===== config.mk =====
export PLATFORM = sky130hd
export DESIGN_NAME = wb_spm_initiator
export DESIGN_NICKNAME = d
export VERILOG_FILES = /design/src/rtl/wb_spm_initiator.sv
export SDC_FILE = /design/constraint.sdc
export NUM_CORES = 1
export LEC_CHECK = 0
export ABC_CLOCK_PERIOD_IN_PS = 2300
export BUFFER_PORTS_ARGS = -buffer_cell sky130_fd_sc_hd__buf_2
export CORE_MARGIN = 3
export CORE_UTILIZATION = 50
export CTS_CLUSTER_SIZE = 8
export DETAILED_ROUTE_END_ITERATION = 10
export GPL_TIMING_DRIVEN = 0
export MAX_ROUTING_LAYER = met4
export PLACE_DENSITY = 0.8
export SKIP_CTS_REPAIR_TIMING = 1
export SYNTH_ARGS = -nofsm -noshare
export SYNTH_HDL_FRONTEND = slang
export SYNTH_SLANG_ARGS = --single-unit
export TNS_END_PERCENT = 50

===== constraint.sdc =====
create_clock -name wb_clk_i -period 2.3 [get_ports wb_clk_i]
set_input_delay 0.46 -clock wb_clk_i [delete_from_list [all_inputs] [get_ports wb_clk_i]]
set_output_delay 0.46 -clock wb_clk_i [all_outputs]
set_load 0.01 [all_outputs]

===== src/rtl/wb_spm_initiator.sv =====
// Wishbone classic initiator for the serial-parallel multiplier: writes X and Y, reads the
// 64-bit product back, with a per-access ack timeout. Define WB_SPM_INIT_LAT_EN for lat_o.
module wb_spm_initiator #(
  parameter logic [31:0] BASE_ADR = 32'h3000_0000,
  parameter int unsigned TIMEOUT  = 255
) (
  input  logic        wb_clk_i,
  input  logic        wb_rst_i,
  input  logic        cmd_valid_i,
  output logic        cmd_ready_o,
  input  logic [31:0] cmd_x_i,
  input  logic [31:0] cmd_y_i,
  output logic        res_valid_o,
  input  logic        res_ready_i,
  output logic [63:0] res_prod_o,
  output logic        res_err_o,
  output logic [15:0] lat_o,
  output logic        wbm_cyc_o,
  output logic        wbm_stb_o,
  output logic        wbm_we_o,
  output logic [3:0]  wbm_sel_o,
  output logic [31:0] wbm_adr_o,
  output logic [31:0] wbm_dat_o,
  input  logic [31:0] wbm_dat_i,
  input  logic        wbm_ack_i
);

  typedef enum logic [2:0] {StIdle, StWrX, StWrY, StRdLo, StRdHi, StResp} state_e;

  localparam logic [15:0] ToLast = 16'(TIMEOUT - 1);

  state_e      state_q, state_d;
  logic        cyc_q, cyc_d;
  logic        stb_q, stb_d;
  logic        we_q, we_d;
  logic [3:0]  sel_q, sel_d;
  logic [31:0] adr_q, adr_d;
  logic [31:0] dat_q, dat_d;
  logic [31:0] y_q, y_d;
  logic [31:0] prod_lo_q, prod_lo_d;
  logic [63:0] res_prod_q, res_prod_d;
  logic        res_err_q, res_err_d;
  logic        res_valid_q, res_valid_d;
  logic        cmd_ready_q, cmd_ready_d;
  logic [15:0] to_cnt_q, to_cnt_d;
  logic [31:0] acc_off;

`ifdef WB_SPM_INIT_LAT_EN
  logic [15:0] lat_cnt_q, lat_cnt_d;
  logic [15:0] lat_q, lat_d;
  logic [15:0] lat_inc;
`endif

  always_comb begin
    case (state_q)
      StWrY:   acc_off = 32'd4;
      StRdLo:  acc_off = 32'd8;
      StRdHi:  acc_off = 32'd12;
      default: acc_off = 32'd0;
    endcase
  end

  always_comb begin
    state_d     = state_q;
    cyc_d       = cyc_q;
    stb_d       = stb_q;
    we_d        = we_q;
    sel_d       = sel_q;
    adr_d       = adr_q;
    dat_d       = dat_q;
    y_d         = y_q;
    prod_lo_d   = prod_lo_q;
    res_prod_d  = res_prod_q;
    res_err_d   = res_err_q;
    res_valid_d = res_valid_q;
    cmd_ready_d = cmd_ready_q;
    // Counts only cycles spent waiting on an outstanding strobe.
    to_cnt_d    = (stb_q && !wbm_ack_i) ? to_cnt_q + 16'd1 : 16'd0;

    case (state_q)
      StIdle: begin
        if (cmd_valid_i) begin
          state_d     = StWrX;
          cmd_ready_d = 1'b0;
          y_d         = cmd_y_i;
          cyc_d       = 1'b1;
          stb_d       = 1'b1;
          we_d        = 1'b1;
          sel_d       = 4'hF;
          adr_d       = BASE_ADR;
          dat_d       = cmd_x_i;
        end
      end

      StWrX, StWrY, StRdLo, StRdHi: begin
        if (!stb_q) begin
          // Idle gap after the previous ack has elapsed; launch this state's access.
          cyc_d = 1'b1;
          stb_d = 1'b1;
          sel_d = 4'hF;
          we_d  = (state_q == StWrX) || (state_q == StWrY);
          adr_d = BASE_ADR + acc_off;
          dat_d = (state_q == StWrY) ? y_q : 32'd0;
        end else if (wbm_ack_i) begin
          cyc_d = 1'b0;
          stb_d = 1'b0;
          we_d  = 1'b0;
          sel_d = 4'h0;
          case (state_q)
            StWrX:  state_d = StWrY;
            StWrY:  state_d = StRdLo;
            StRdLo: begin
              prod_lo_d = wbm_dat_i;
              state_d   = StRdHi;
            end
            default: begin
              res_prod_d  = {wbm_dat_i, prod_lo_q};
              res_err_d   = 1'b0;
              res_valid_d = 1'b1;
              state_d     = StResp;
            end
          endcase
        end else if (to_cnt_q == ToLast) begin
          cyc_d       = 1'b0;
          stb_d       = 1'b0;
          we_d        = 1'b0;
          sel_d       = 4'h0;
          to_cnt_d    = 16'd0;
          res_prod_d  = 64'd0;
          res_err_d   = 1'b1;
          res_valid_d = 1'b1;
          state_d     = StResp;
        end
      end

      StResp: begin
        if (res_ready_i) begin
          state_d     = StIdle;
          res_valid_d = 1'b0;
          res_err_d   = 1'b0;
          cmd_ready_d = 1'b1;
        end
      end

      default: state_d = StIdle;
    endcase
  end

`ifdef WB_SPM_INIT_LAT_EN
  always_comb begin
    lat_inc   = (lat_cnt_q == 16'hFFFF) ? lat_cnt_q : lat_cnt_q + 16'd1;
    lat_cnt_d = lat_cnt_q;
    lat_d     = lat_q;
    if (state_q == StIdle) begin
      lat_cnt_d = 16'd0;
    end else if (state_q != StResp) begin
      lat_cnt_d = lat_inc;
      if (state_d == StResp) lat_d = lat_inc;
    end
  end
`endif

  always_ff @(posedge wb_clk_i) begin
    if (wb_rst_i) begin
      state_q     <= StIdle;
      cyc_q       <= 1'b0;
      stb_q       <= 1'b0;
      we_q        <= 1'b0;
      sel_q       <= 4'h0;
      adr_q       <= 32'd0;
      dat_q       <= 32'd0;
      y_q         <= 32'd0;
      prod_lo_q   <= 32'd0;
      res_prod_q  <= 64'd0;
      res_err_q   <= 1'b0;
      res_valid_q <= 1'b0;
      cmd_ready_q <= 1'b1;
      to_cnt_q    <= 16'd0;
`ifdef WB_SPM_INIT_LAT_EN
      lat_cnt_q   <= 16'd0;
      lat_q       <= 16'd0;
`endif
    end else begin
      state_q     <= state_d;
      cyc_q       <= cyc_d;
      stb_q       <= stb_d;
      we_q        <= we_d;
      sel_q       <= sel_d;
      adr_q       <= adr_d;
      dat_q       <= dat_d;
      y_q         <= y_d;
      prod_lo_q   <= prod_lo_d;
      res_prod_q  <= res_prod_d;
      res_err_q   <= res_err_d;
      res_valid_q <= res_valid_d;
      cmd_ready_q <= cmd_ready_d;
      to_cnt_q    <= to_cnt_d;
`ifdef WB_SPM_INIT_LAT_EN
      lat_cnt_q   <= lat_cnt_d;
      lat_q       <= lat_d;
`endif
    end
  end

  assign cmd_ready_o = cmd_ready_q;
  assign res_valid_o = res_valid_q;
  assign res_prod_o  = res_prod_q;
  assign res_err_o   = res_err_q;
  assign wbm_cyc_o   = cyc_q;
  assign wbm_stb_o   = stb_q;
  assign wbm_we_o    = we_q;
  assign wbm_sel_o   = sel_q;
  assign wbm_adr_o   = adr_q;
  assign wbm_dat_o   = dat_q;

`ifdef WB_SPM_INIT_LAT_EN
  assign lat_o = lat_q;
`else
  assign lat_o = 16'd0;
`endif

endmodule


== Yosys cells after proc, flatten, opt, wreduce, memory -nomap -nowiden ==
Cells that the tools add are included.
Storage, ports and cells
  register bits: 221
  input bits: 101
  logic and storage cells: 101
Cells by class
  add/sub/neg operators: 2
  equality and inequality tests: 14
  muxes and demuxes: 52
  reductions and logical operators: 19
Operator list (count)
  two-way mux 64 bit: 3
  two-way mux 32 bit: 5
  case mux 32 bit (2 select lines): 2
  two-way mux 16 bit: 5
  adder 30 x 32 -> 32 bit, first input constant: 1
  two-way mux 1 bit: 18
  case mux 3 bit (3 select lines): 2
  adder 16 x 1 -> 16 bit, second input constant: 1
  equality test 16 x 8 -> 1 bit, second input constant: 1
  two-way mux 4 bit: 4
  two-way mux 3 bit: 5
  case mux 1 bit (2 select lines): 6
  case mux 4 bit (3 select lines): 1
  AND reduction 4 bit: 3
  inequality test 2 bit, second input constant: 5
  AND reduction 3 bit: 3
  case mux 4 bit (2 select lines): 1
  nonzero test 2 bit: 4
  equality test 3 x 2 -> 1 bit, second input constant: 2
  equality test 3 bit, second input constant: 2
  inequality test 3 bit, second input constant: 2
  AND reduction 5 bit: 1
  inequality test 4 bit, second input constant: 1
  AND reduction 2 bit: 2
  other kinds (7): 7

== Depth between registers and ports, before layout ==
Gate-level depths: netlist of the first run.
  word-level depth: 7
  mapped depth: 8
  gate-level depth less buffers: 7

== Worst setup path after synthesis of the first run ==
No wires, ideal clock.
  path kind: in2reg
  from: in wb_rst_i
  to: reg res_prod_q[43], in the netlist res_prod_o[43]
  library setup time: 0.065 ns
  data arrival time: 1.663 ns
  setup slack: 0.572 ns
  stages on the path: 6
  buffers on the path: 2
  cell sequence: clkbuf_1 > nand2b_1 > nor4_4 > clkbuf_1 > a22oi_1 > nor2_1
RTL lines
  start, declared: RTL line 8  | input logic wb_rst_i,
  end signal, assigned: RTL line 193  | res_prod_q <= res_prod_d;
  end, declared: RTL line 41  | logic [63:0] res_prod_q, res_prod_d;

== Worst setup path in the final report of the first run ==
  from: reg state_q[2]
  to: reg res_prod_q[32], in the netlist res_prod_o[32]
On the way
  word-level cells in the longest chain between the ends: 4
RTL lines
  start, declared: RTL line 32  | state_e state_q, state_d;
  start signal, assigned: RTL line 165  | state_q <= StIdle;
  start signal, assigned: RTL line 184  | state_q <= state_d;
  equality test 3 x 1 -> 1 bit / equality test 3 x 2 -> 1 bit (equally long branches): RTL line 80, 109
  OR reduction 3 bit (no line)
  inequality test 2 bit (no line)
  AND reduction 4 bit (no line) *
Mark *: on every way between the ends. The rest lies on a longest branch, timed or not.
A chain may end at the register's enable or synchronous reset.

==> results of run 1 <==
## cells by family (layout without fill, tap and decap cells)
family	count (synthesis)	in the layout
and+or+nand+nor	343	343
other	1	47
buffers and inverters	119	358
AOI/OAI and AO/OA	184	184
muxes	2	2
adders and majority gates	2	2
xor gates and xnor gates	15	15
DFF	188	188
## where the power goes
part           switching [mW]  total [mW]  internal, mW
clock                    1.26        2.99          1.72
combinational            1.25        2.09         0.846
sequential              0.187        3.74          3.55
## through the flow
step                      setup TNS, ns  cells  hold WS (ns)
final                                 0   1323         0.267
after global routing                  0   1323         0.252
after CTS                             0   1320         0.255
after detailed placement         -0.822   1289         0.440
after global placement           -0.437   1289         0.429
after floorplan                       0    897         0.436
## state kept, by name, summed over array words and instances, names as in the netlist
| signal | cells |
|---|---|
| wbm_adr_o | 3 |
| res_err_o | 1 |
| to_cnt_q | 16 |
| wbm_sel_o | 1 |
| prod_lo_q | 32 |
| wbm_dat_o | 32 |
| state_q | 3 |
| wbm_we_o | 1 |
| wbm_stb_o | 1 |
| res_valid_o | 1 |
| cmd_ready_o | 1 |
| res_prod_o | 64 |
| y_q | 32 |
## cell usage in the layout, fill, tap and decap left out, types with 3 or more instances in the layout
cell type    n
buf_2      227
dfxtp_1    188
nand2_1    146
nor2_1     126
a21oi_1     67
a22oi_1     64
buf_4       52
conb_1      44
clkbuf_1    41
nor3_1      38
a221oi_2    28
clkbuf_16   17
xnor2_1      8
nand3_1      7
xor2_1       7
inv_1        6
nand2b_1     5
a221oi_1     5
o21ai_0      5
inv_6        4
diode_2      3
buf_6        3
bufinv_16    3
## metal layers
| layer | part of all wire | routed length, um |
|---|---|---|
| met4 | 0.028 | 575 |
| met2 | 0.47 | 9720 |
| met1 | 0.42 | 8520 |
| met5 | 0 | 0 |
| met3 | 0.080 | 1640 |
## tightest hold or removal path, cell delays in order
cell,delay (ns)
buf_2,0.10
nand2_1,0.04
a21oi_1,0.05
## area by class of cell
type / count / area [um2] / area share
diodes: 3 / 7.51 / 0.000785
plain buffers: 113 / 666 / 0.0696
multi-input cells: 590 / 3240 / 0.338
inverters: 6 / 22.5 / 0.00236
clock buffers: 20 / 437 / 0.0457
repair buffers: 208 / 1040 / 0.109
flip-flops and latches: 188 / 3760 / 0.394
well taps: 184 / 230 / 0.0241
clock inverters: 11 / 156 / 0.0164
## cells in the mapped netlist (2+ instances only)
library cell / count / area (um2)
buf_2: 19 / 95.1
nand2b_1: 5 / 31.3
nand4_1: 2 / 12.5
buf_6: 3 / 33.8
a211oi_1: 2 / 15.0
nor2_1: 126 / 473
mux2_2: 2 / 22.5
and4_1: 2 / 17.5
nor4b_1: 2 / 17.5
buf_4: 52 / 390
nand2_1: 146 / 548
clkbuf_1: 38 / 143
ha_1: 2 / 25.0
a22oi_1: 64 / 480
dfxtp_1: 188 / 3760
a21oi_1: 67 / 335
nor2b_1: 2 / 12.5
xnor2_1: 8 / 70.1
o21a_1: 2 / 15.0
nor3_1: 38 / 190
a31oi_1: 2 / 12.5
nor4_1: 2 / 12.5
o21ai_0: 5 / 25.0
inv_1: 6 / 22.5
xor2_1: 7 / 61.3
nand3_1: 7 / 35.0
a221oi_1: 5 / 43.8
and3_1: 2 / 12.5
or3_1: 2 / 12.5
a221oi_2: 28 / 420
## how the worst min path moves through the flow
| stage | from | end | cells after the start |
|---|---|---|---|
| floorplan | y_q[0]$_SDFFE_PP0P_ | y_q[0]$_SDFFE_PP0P_ | 2 |
| global placement | cmd_ready_o$_SDFFE_PP1P_ | cmd_ready_o$_SDFFE_PP1P_ | 2 |
| detailed placement | cmd_ready_o$_SDFFE_PP1P_ | cmd_ready_o$_SDFFE_PP1P_ | 2 |
| CTS | cmd_y_i[30] | y_q[30]$_SDFFE_PP0P_ | 3 |
| global route | cmd_y_i[28] | y_q[28]$_SDFFE_PP0P_ | 3 |
| finish | cmd_y_i[30] | y_q[30]$_SDFFE_PP0P_ | 3 |
==> metrics.txt, run 1 <==
area share of fa/ha/maj cells after synthesis 0.00333; pwr/cell area around 900 mW/mm2; initial antenna violation count 3; DIE AREA between 0.015 and 0.02 mm2; WL per Instance 15.5 um; pin count of the biggest net entering global routing 17; r2r startpoint state_q[2]$_SDFFE_PP0P_; vias per cell 5.22; Req. time, crit path 2.66 ns; P&R area growth vs syn 27.2%; GRT busiest layer met2; # H-tree levels 4; Crit Path Category reg2reg; # port buffers approximately 210; drt first pass iters 5; Setup crit start kind flip-flop; Place WS -0.0666 ns; vias 6912; clk sinks between 150 and 200; Final #Nets between 1000 and 1500; Slowest Stage Delay on Critical Path around 0.67 ns; HPWL after DPL between 15000 and 20000 um; core area 0.0146 mm2; final max-slew violation count 0; register area share after synthesis 0.501; CP Data Arrival Time 2.46 ns; Critical Path Sink res_prod_o[32]$_SDFFE_PP0P_; Synth Area in XOR/XNOR 0.0175; Detail Route Antenna Nets 0; I/O Pins 255; VDD IR max 0.535 mV; clk slew on worst S/H paths 0.07 ns; TritonCTS Buffers 17; Post-synth EDFFs 0; reg2reg path depth 5; Worst-Margin Slew between 0.7 and 0.8 ns; cell family with most CP delay simple AND/OR/NAND/NOR gates; total track usage 0.247; TritonCTS clock tree done; Mean Syn Cell Area just under 9 um2; Syn Std Cell Area 0.00752 mm2; Setup Skew 0.00880 ns; min Tclk post-route approximately 2.1 ns; post-synthesis compound-gate area fraction 0.191; Max clock buf depth 2; share of cells above drive strength 1 0.304; Post-Synthesis Cells 854; met2 usage 0.397; Fill cells about 1300; final worst-path cycle share 0.915; R2R setup slack just under 0.2 ns; final setup fails 0; die height 129 um; root buffer cell clkbuf_16; critical path's slowest cell nor4_4; crit path buf inv count 1; worst hold path type in2reg; post-synth cell types 48; setup slack after layout between 0.15 and 0.2 ns; Die Wd 129 um; row count 44; grt met3 use 0.0702; Final Power 8.82 mW; synth warn 0; final count of hold timing violations 0; FMAX 475 MHz; worst skew pair latency 0.43 ns; simple-gate share of the synthesized area 0.192; Worst slew margin 0.490; cell area after layout 0.00956 mm2; final WL 20500 um; status finished clean; Worst Setup End Kind flip-flop; cell count along the critical path 5; worst-path maximum fanout 10; asr flop ratio synth 0; mux cell area share after synthesis 0.00300; #FFs+latches synth 188; static leakage 4.13 nW; Starting Density 0.513; Worst Setup SP state_q[2]$_SDFFE_PP0P_; fin util 0.653; first-pass GRT wire length 31600 um; placer's final routability congestion estimate around 0.9; post-placement cell area slightly below 0.009 mm2; met1 track demand over resource 0.297; Critical Path, Cell by Cell nand2b_1, nor4_4, clkbuf_1, a22oi_1, nor2_1; vias in the first global route 6336; combinational family with the most area after synthesis simple AND/OR/NAND/NOR gates; unrepaired setup endpoints after global routing no; Max Cap Violations 0; final routed DRC violation total 0; gr ovfl total 0; reg2reg end res_prod_o[32]$_SDFFE_PP0P_; DR iter-0 viols 379; Primary FF master, synth dfxtp_1
Note: power is estimated with default switching activity, not from simulation.
==> inputs of run 2 (changes only) <==
--- a/config.mk
+++ b/config.mk
@@ -5,8 +5,9 @@
 export SDC_FILE = /design/constraint.sdc
 export NUM_CORES = 1
 export LEC_CHECK = 0
-export ABC_CLOCK_PERIOD_IN_PS = 2300
+export ABC_CLOCK_PERIOD_IN_PS = 2100
 export BUFFER_PORTS_ARGS = -buffer_cell sky130_fd_sc_hd__buf_2
+export CORE_ASPECT_RATIO = 1.4
 export CORE_MARGIN = 3
 export CORE_UTILIZATION = 50
 export CTS_CLUSTER_SIZE = 8
==> constraint.sdc (replaced) <==
create_clock -name wb_clk_i -period 2.1 [get_ports wb_clk_i]
set_input_delay 0.21 -clock wb_clk_i [delete_from_list [all_inputs] [get_ports wb_clk_i]]
set_output_delay 0.21 -clock wb_clk_i [all_outputs]
set_load 0.01 [all_outputs]
==> run 2 against run 1 <==
- worst setup slack got worse by 0.075 ns
- largest cell class unchanged
- fmax rose by 6.3%
- clock-buffer cell count fell by 2
- register-to-register slack got worse by 0.08 ns
- first-iteration DRC count fell by 18%
- critical path depth rose by 3
==> metrics.txt, run 2 (synthesized netlist as in run 1, its figures left out) <==
status finished clean; DIE AREA 0.0166 mm2 (+0.13%); P&R area growth vs syn 27.6%; unrepaired setup endpoints after global routing yes; die height 151 um (+17%); pwr/cell area 993 mW/mm2 (+7.6%); post-placement cell area 0.00896 mm2 (about the same); placer's final routability congestion estimate 0.864 (-2.2%); final routed DRC violation total 0 (unchanged); TritonCTS Buffers 17 (unchanged); initial antenna violation count 0 (-3); Starting Density 0.516 (+0.00247); min Tclk post-route 1.98 ns (-0.125 ns); static leakage 4.16 nW (+0.74%); TritonCTS clock tree done; setup TNS 0 ns (unchanged); final max-slew violation count 0 (unchanged); pin count of the biggest net entering global routing 18 (+1); # port buffers 208 (unchanged); Worst-Margin Slew 0.734 ns (-0.0257 ns); max reg flops 64 (unchanged); Req. time, crit path 2.46 ns (-0.20 ns); root buffer cell clkbuf_16; Final Power 9.52 mW (+7.9%); first-pass GRT wire length 31300 um (-1.0%); fin util 0.658 (+0.00520); most common cell after layout, fill and taps aside buf_2; # H-tree levels 4 (unchanged); worst hold path type in2reg; FMAX 505 MHz (+6.3%); Die Wd 110 um (-15%); total track usage 0.247 (about the same); Crit Path Category reg2reg; final setup fails 0 (unchanged); Detail Route Antenna Nets 0 (unchanged); share of cells above drive strength 1 0.311 (+0.00771); worst skew pair latency 0.42 ns (about the same); final WL 20600 um (+0.72%); HPWL after DPL 15400 um (+1.5%); final worst-path cycle share 0.943 (+0.0278); Max Cap Violations 0 (unchanged); WL per Instance 15.5 um (+0.27%); Setup Skew 0.00830 ns (-0.000504 ns); VDD IR max 0.496 mV (-7.3%); worst-path maximum fanout 10 (unchanged); clk sinks 188 (unchanged); most frequent cells in the layout buf_2, dfxtp_1, nand2_1; core area 0.0146 mm2 (-0.48%); Max clock buf depth 2 (unchanged); setup slack after layout 0.119 ns (-0.0754 ns); Place WS -0.116 ns (-0.0493 ns); I/O Pins 255 (unchanged); drt first pass iters 5 (unchanged); row count 52 (+18%); vias 6861 (-0.74%); cell area after layout 0.00959 mm2 (+0.31%); CP Data Arrival Time 2.34 ns (-0.12 ns); Setup crit start kind flip-flop; gr ovfl total 0 (unchanged); ant diodes 0 (-3); DR iter-0 viols 312 (-18%); Worst Setup End Kind flip-flop; final count of hold timing violations 0 (unchanged); Worst slew margin 0.511 (+0.0209); clk slew on worst S/H paths 0.08 ns (about the same); vias per cell 5.16 (-1.2%); Fill cells 1252 (-0.87%); Final #Nets 1231 (+0.33%); vias in the first global route 6497 (+2.5%)
[run 2: worst paths after layout]
kind | startpoint | to | slack, ns | cells after the start
max | to_cnt_q[0]$_SDFF_PP0_ | res_prod_o[60]$_SDFFE_PP0P_ | 0.12 | 8
min | cmd_y_i[29] | y_q[29]$_SDFFE_PP0P_ | 0.01 | 3
max reg2reg | to_cnt_q[0]$_SDFF_PP0_ | res_prod_o[60]$_SDFFE_PP0P_ | 0.12 | 8
min reg2reg | cmd_ready_o$_SDFFE_PP1P_ | cmd_ready_o$_SDFFE_PP1P_ | 0.44 | 2
[run 2: final cells by class]
| class | count | area [um2] | area share |
|---|---|---|---|
| flip-flops and latches | 188 | 3760 | 0.392 |
| multi-input cells | 590 | 3250 | 0.338 |
| repair buffers | 212 | 1070 | 0.112 |
| plain buffers | 113 | 684 | 0.0714 |
| clock buffers | 18 | 429 | 0.0448 |
| well taps | 189 | 236 | 0.0247 |
| clock inverters | 13 | 136 | 0.0142 |
| inverters | 6 | 22.5 | 0.00235 |
[run 2: power by group]
part / internal, mW / leakage [nW] / switching, mW
clock network: 1.67 / 0.273 / 1.46
registers: 3.89 / 1.53 / 0.193
logic: 0.935 / 2.36 / 1.37
[run 2: through the flow]
step / hold slack (ns) / instances
after floorplan: 0.346 / 897
after global placement: 0.433 / 1294
after detailed placement: 0.433 / 1294
after CTS: 0.00306 / 1325
after global routing: 0.0186 / 1329
final: 0.0122 / 1329
[run 2: metal layers]
metal	vias up	wire [um]	GRT usage
li1	3402	-	-
met1	3174	7860	0.274
met2	255	10900	0.441
met3	30	1540	0.0499
met4	0	315	0.0792
met5	-	0	-
[run 2: worst max-delay path, stage by stage (launching register included)]
cell and delay, ns:
dfxtp_1 0.40, inv_1 0.07, ha_1 0.19, nor4b_1 0.14
and4_2 0.27, o211ai_4 0.39, buf_4 0.26, a22oi_1 0.08
nor2_1 0.12
==> inputs of run 3 (changes only) <==
--- a/config.mk
+++ b/config.mk
@@ -5,8 +5,9 @@
 export SDC_FILE = /design/constraint.sdc
 export NUM_CORES = 1
 export LEC_CHECK = 0
-export ABC_CLOCK_PERIOD_IN_PS = 2100
+export ABC_CLOCK_PERIOD_IN_PS = 1940
 export BUFFER_PORTS_ARGS = -buffer_cell sky130_fd_sc_hd__buf_2
+export CAP_MARGIN = 5
 export CORE_ASPECT_RATIO = 1.4
 export CORE_MARGIN = 3
 export CORE_UTILIZATION = 50
==> constraint.sdc (replaced) <==
create_clock -name wb_clk_i -period 1.94 [get_ports wb_clk_i]
set_input_delay 0.194 -clock wb_clk_i [delete_from_list [all_inputs] [get_ports wb_clk_i]]
set_output_delay 0.194 -clock wb_clk_i [all_outputs]
set_load 0.01 [all_outputs]
==> run 3 against run 2 <==
- the flow now finishes with violations (negative hold slack)
- sequential share of layout area shrank 0.33 points
- register-to-register slack lost 0.05 ns
- largest power group unchanged
- clock power grew 8.3%
- first-iteration DRC count grew 9.3%
- final cell count is essentially flat
==> metrics.txt, run 3 (synthesized netlist as in run 1, its figures left out) <==
Fin Hold WS -0.00862 ns (-0.0208 ns); vias in the first global route 6497 (unchanged); Worst slew margin 0.515 (+0.00440); first-pass GRT wire length 31300 um (unchanged); worst skew pair latency 0.43 ns (about the same); Critical Path, Cell by Cell nand2b_1, nor4_4, buf_4, clkbuf_1, a22oi_1, nor2_1; VDD IR max 0.535 mV (+8.0%); total track usage 0.247 (unchanged); Slowest Stage Delay on Critical Path 0.44 ns (+0.04 ns); Max clock buf depth 2 (unchanged); Starting Density 0.516 (unchanged); initial antenna violation count 0 (unchanged); final worst-path cycle share 0.965 (+0.0216); final routed DRC violation total 0 (unchanged); vias per cell 5.13 (-0.67%); row count 52 (unchanged); final setup fails 0 (unchanged); Fill cells 1232 (-1.6%); cell area after layout 0.00970 mm2 (+1.1%); Final #Nets 1232 (+0.081%); # H-tree levels 4 (unchanged); pwr/cell area 1070 mW/mm2 (+7.8%); failing checks negative hold slack; post-placement cell area 0.00896 mm2 (unchanged); CP Data Arrival Time 2.23 ns (-0.11 ns); Req. time, crit path 2.30 ns (-0.16 ns); DIE AREA 0.0166 mm2 (unchanged); core area 0.0146 mm2 (unchanged); max reg flops 64 (unchanged); root buffer cell clkbuf_16; DR iter-0 viols 341 (+9.3%); vias 6820 (-0.60%); worst-path maximum fanout 10 (unchanged); TritonCTS Buffers 17 (unchanged); WL per Instance 15.6 um (+0.58%); TritonCTS clock tree done; critical path's slowest cell dfxtp_1; final WL 20700 um (+0.66%); Worst Setup End Kind flip-flop; share of cells above drive strength 1 0.328 (+0.0164); clk sinks 188 (unchanged); final count of hold timing violations 2 (+2); worst hold path type in2reg; Setup Skew 0.0103 ns (+0.00199 ns); Setup crit start kind flip-flop; clk slew on worst S/H paths 0.08 ns (about the same); # port buffers 208 (unchanged); R2R setup slack 0.07 ns (-0.05 ns); HPWL after DPL 15400 um (unchanged); Die Wd 110 um (unchanged); min Tclk post-route 1.87 ns (-0.109 ns); P&R area growth vs syn 29.0%; gr ovfl total 0 (unchanged); most common cell after layout, fill and taps aside buf_2; I/O Pins 255 (unchanged); status finished, violations left; die height 151 um (unchanged); final max-slew violation count 0 (unchanged); placer's final routability congestion estimate 0.864 (unchanged); Detail Route Antenna Nets 0 (unchanged); pin count of the biggest net entering global routing 18 (unchanged); Place WS -0.276 ns (-0.160 ns); FMAX 534 MHz (+5.8%); Crit Path Category reg2reg; setup slack after layout 0.0684 ns (-0.0509 ns); ant diodes 0 (unchanged); static leakage 4.20 nW (+0.83%); Worst-Margin Slew 0.728 ns (-0.00660 ns); most frequent cells in the layout buf_2, dfxtp_1, nand2_1; Max Cap Violations 0 (unchanged); drt first pass iters 5 (unchanged)
## run 3: cell count changes in the layout (fill, tap and decap cells not counted), moves of 2 or more
cell / change
clkbuf_1: -5
clkbuf_2: +2
a22oi_1: -5
dfxtp_1: -6
buf_4: -4
a22oi_2: +5
dfxtp_2: +5
buf_1: +2
clkbuf_4: +4
## run 3: worst max-delay path: cells and delay by family, from the launching register on
kind / cells / cell delay (ns)
compound gates: 1 / 0.16
simple gates: 3 / 0.57
flops: 1 / 0.44
buf+inv: 2 / 0.62
## run 3: through the flow
step / TNS (ns) / total power [mW] / hold WS (ns) / utilization / std cells
3_3_place_gp: -9.44 / 6.93 / 0.433 / 0.615 / 1294
5_1_grt: -0.248 / 10.9 / 0.00258 / 0.665 / 1330
3_5_place_dp: -15.30 / 6.98 / 0.433 / 0.615 / 1294
2_1_floorplan: 0 / 6.19 / 0.330 / - / 897
4_1_cts: -17.11 / 10.3 / -0.0129 / 0.653 / 1325
6_report: 0 / 10.4 / -0.00862 / 0.665 / 1330
## run 3: routing by layer
layer | GRT usage | part of all wire | vias up
met2 | 0.441 | 0.53 | 242
met3 | 0.0499 | 0.069 | 29
li1 | - | - | 3401
met5 | - | 0 | -
met1 | 0.274 | 0.39 | 3148
met4 | 0.0792 | 0.017 | 0
## run 3: layout make-up
type,count,area (um2),share of cell area
plain buffers,113,694,0.0716
clock buffers,18,429,0.0443
well taps,189,236,0.0244
clock inverters,13,136,0.0141
multi-input cells,590,3310,0.342
flip-flops and latches,188,3770,0.389
inverters,6,22.5,0.00232
repair buffers,213,1090,0.113
## run 3: power breakdown
group	total [mW]	switching, mW	internal [mW]
Clock	3.39	1.59	1.80
Combinational	2.55	1.51	1.04
Sequential	4.43	0.215	4.22
## run 3: final timing paths
path,startpoint,end,cells past startpoint
worst max-delay path,wbm_stb_o$_SDFFE_PP0P_,res_prod_o[32]$_SDFFE_PP0P_,6
worst min-delay path,cmd_y_i[29],y_q[29]$_SDFFE_PP0P_,3
worst max register to register,wbm_stb_o$_SDFFE_PP0P_,res_prod_o[32]$_SDFFE_PP0P_,6
worst min register to register,prod_lo_q[0]$_SDFFE_PP0P_,prod_lo_q[0]$_SDFFE_PP0P_,2
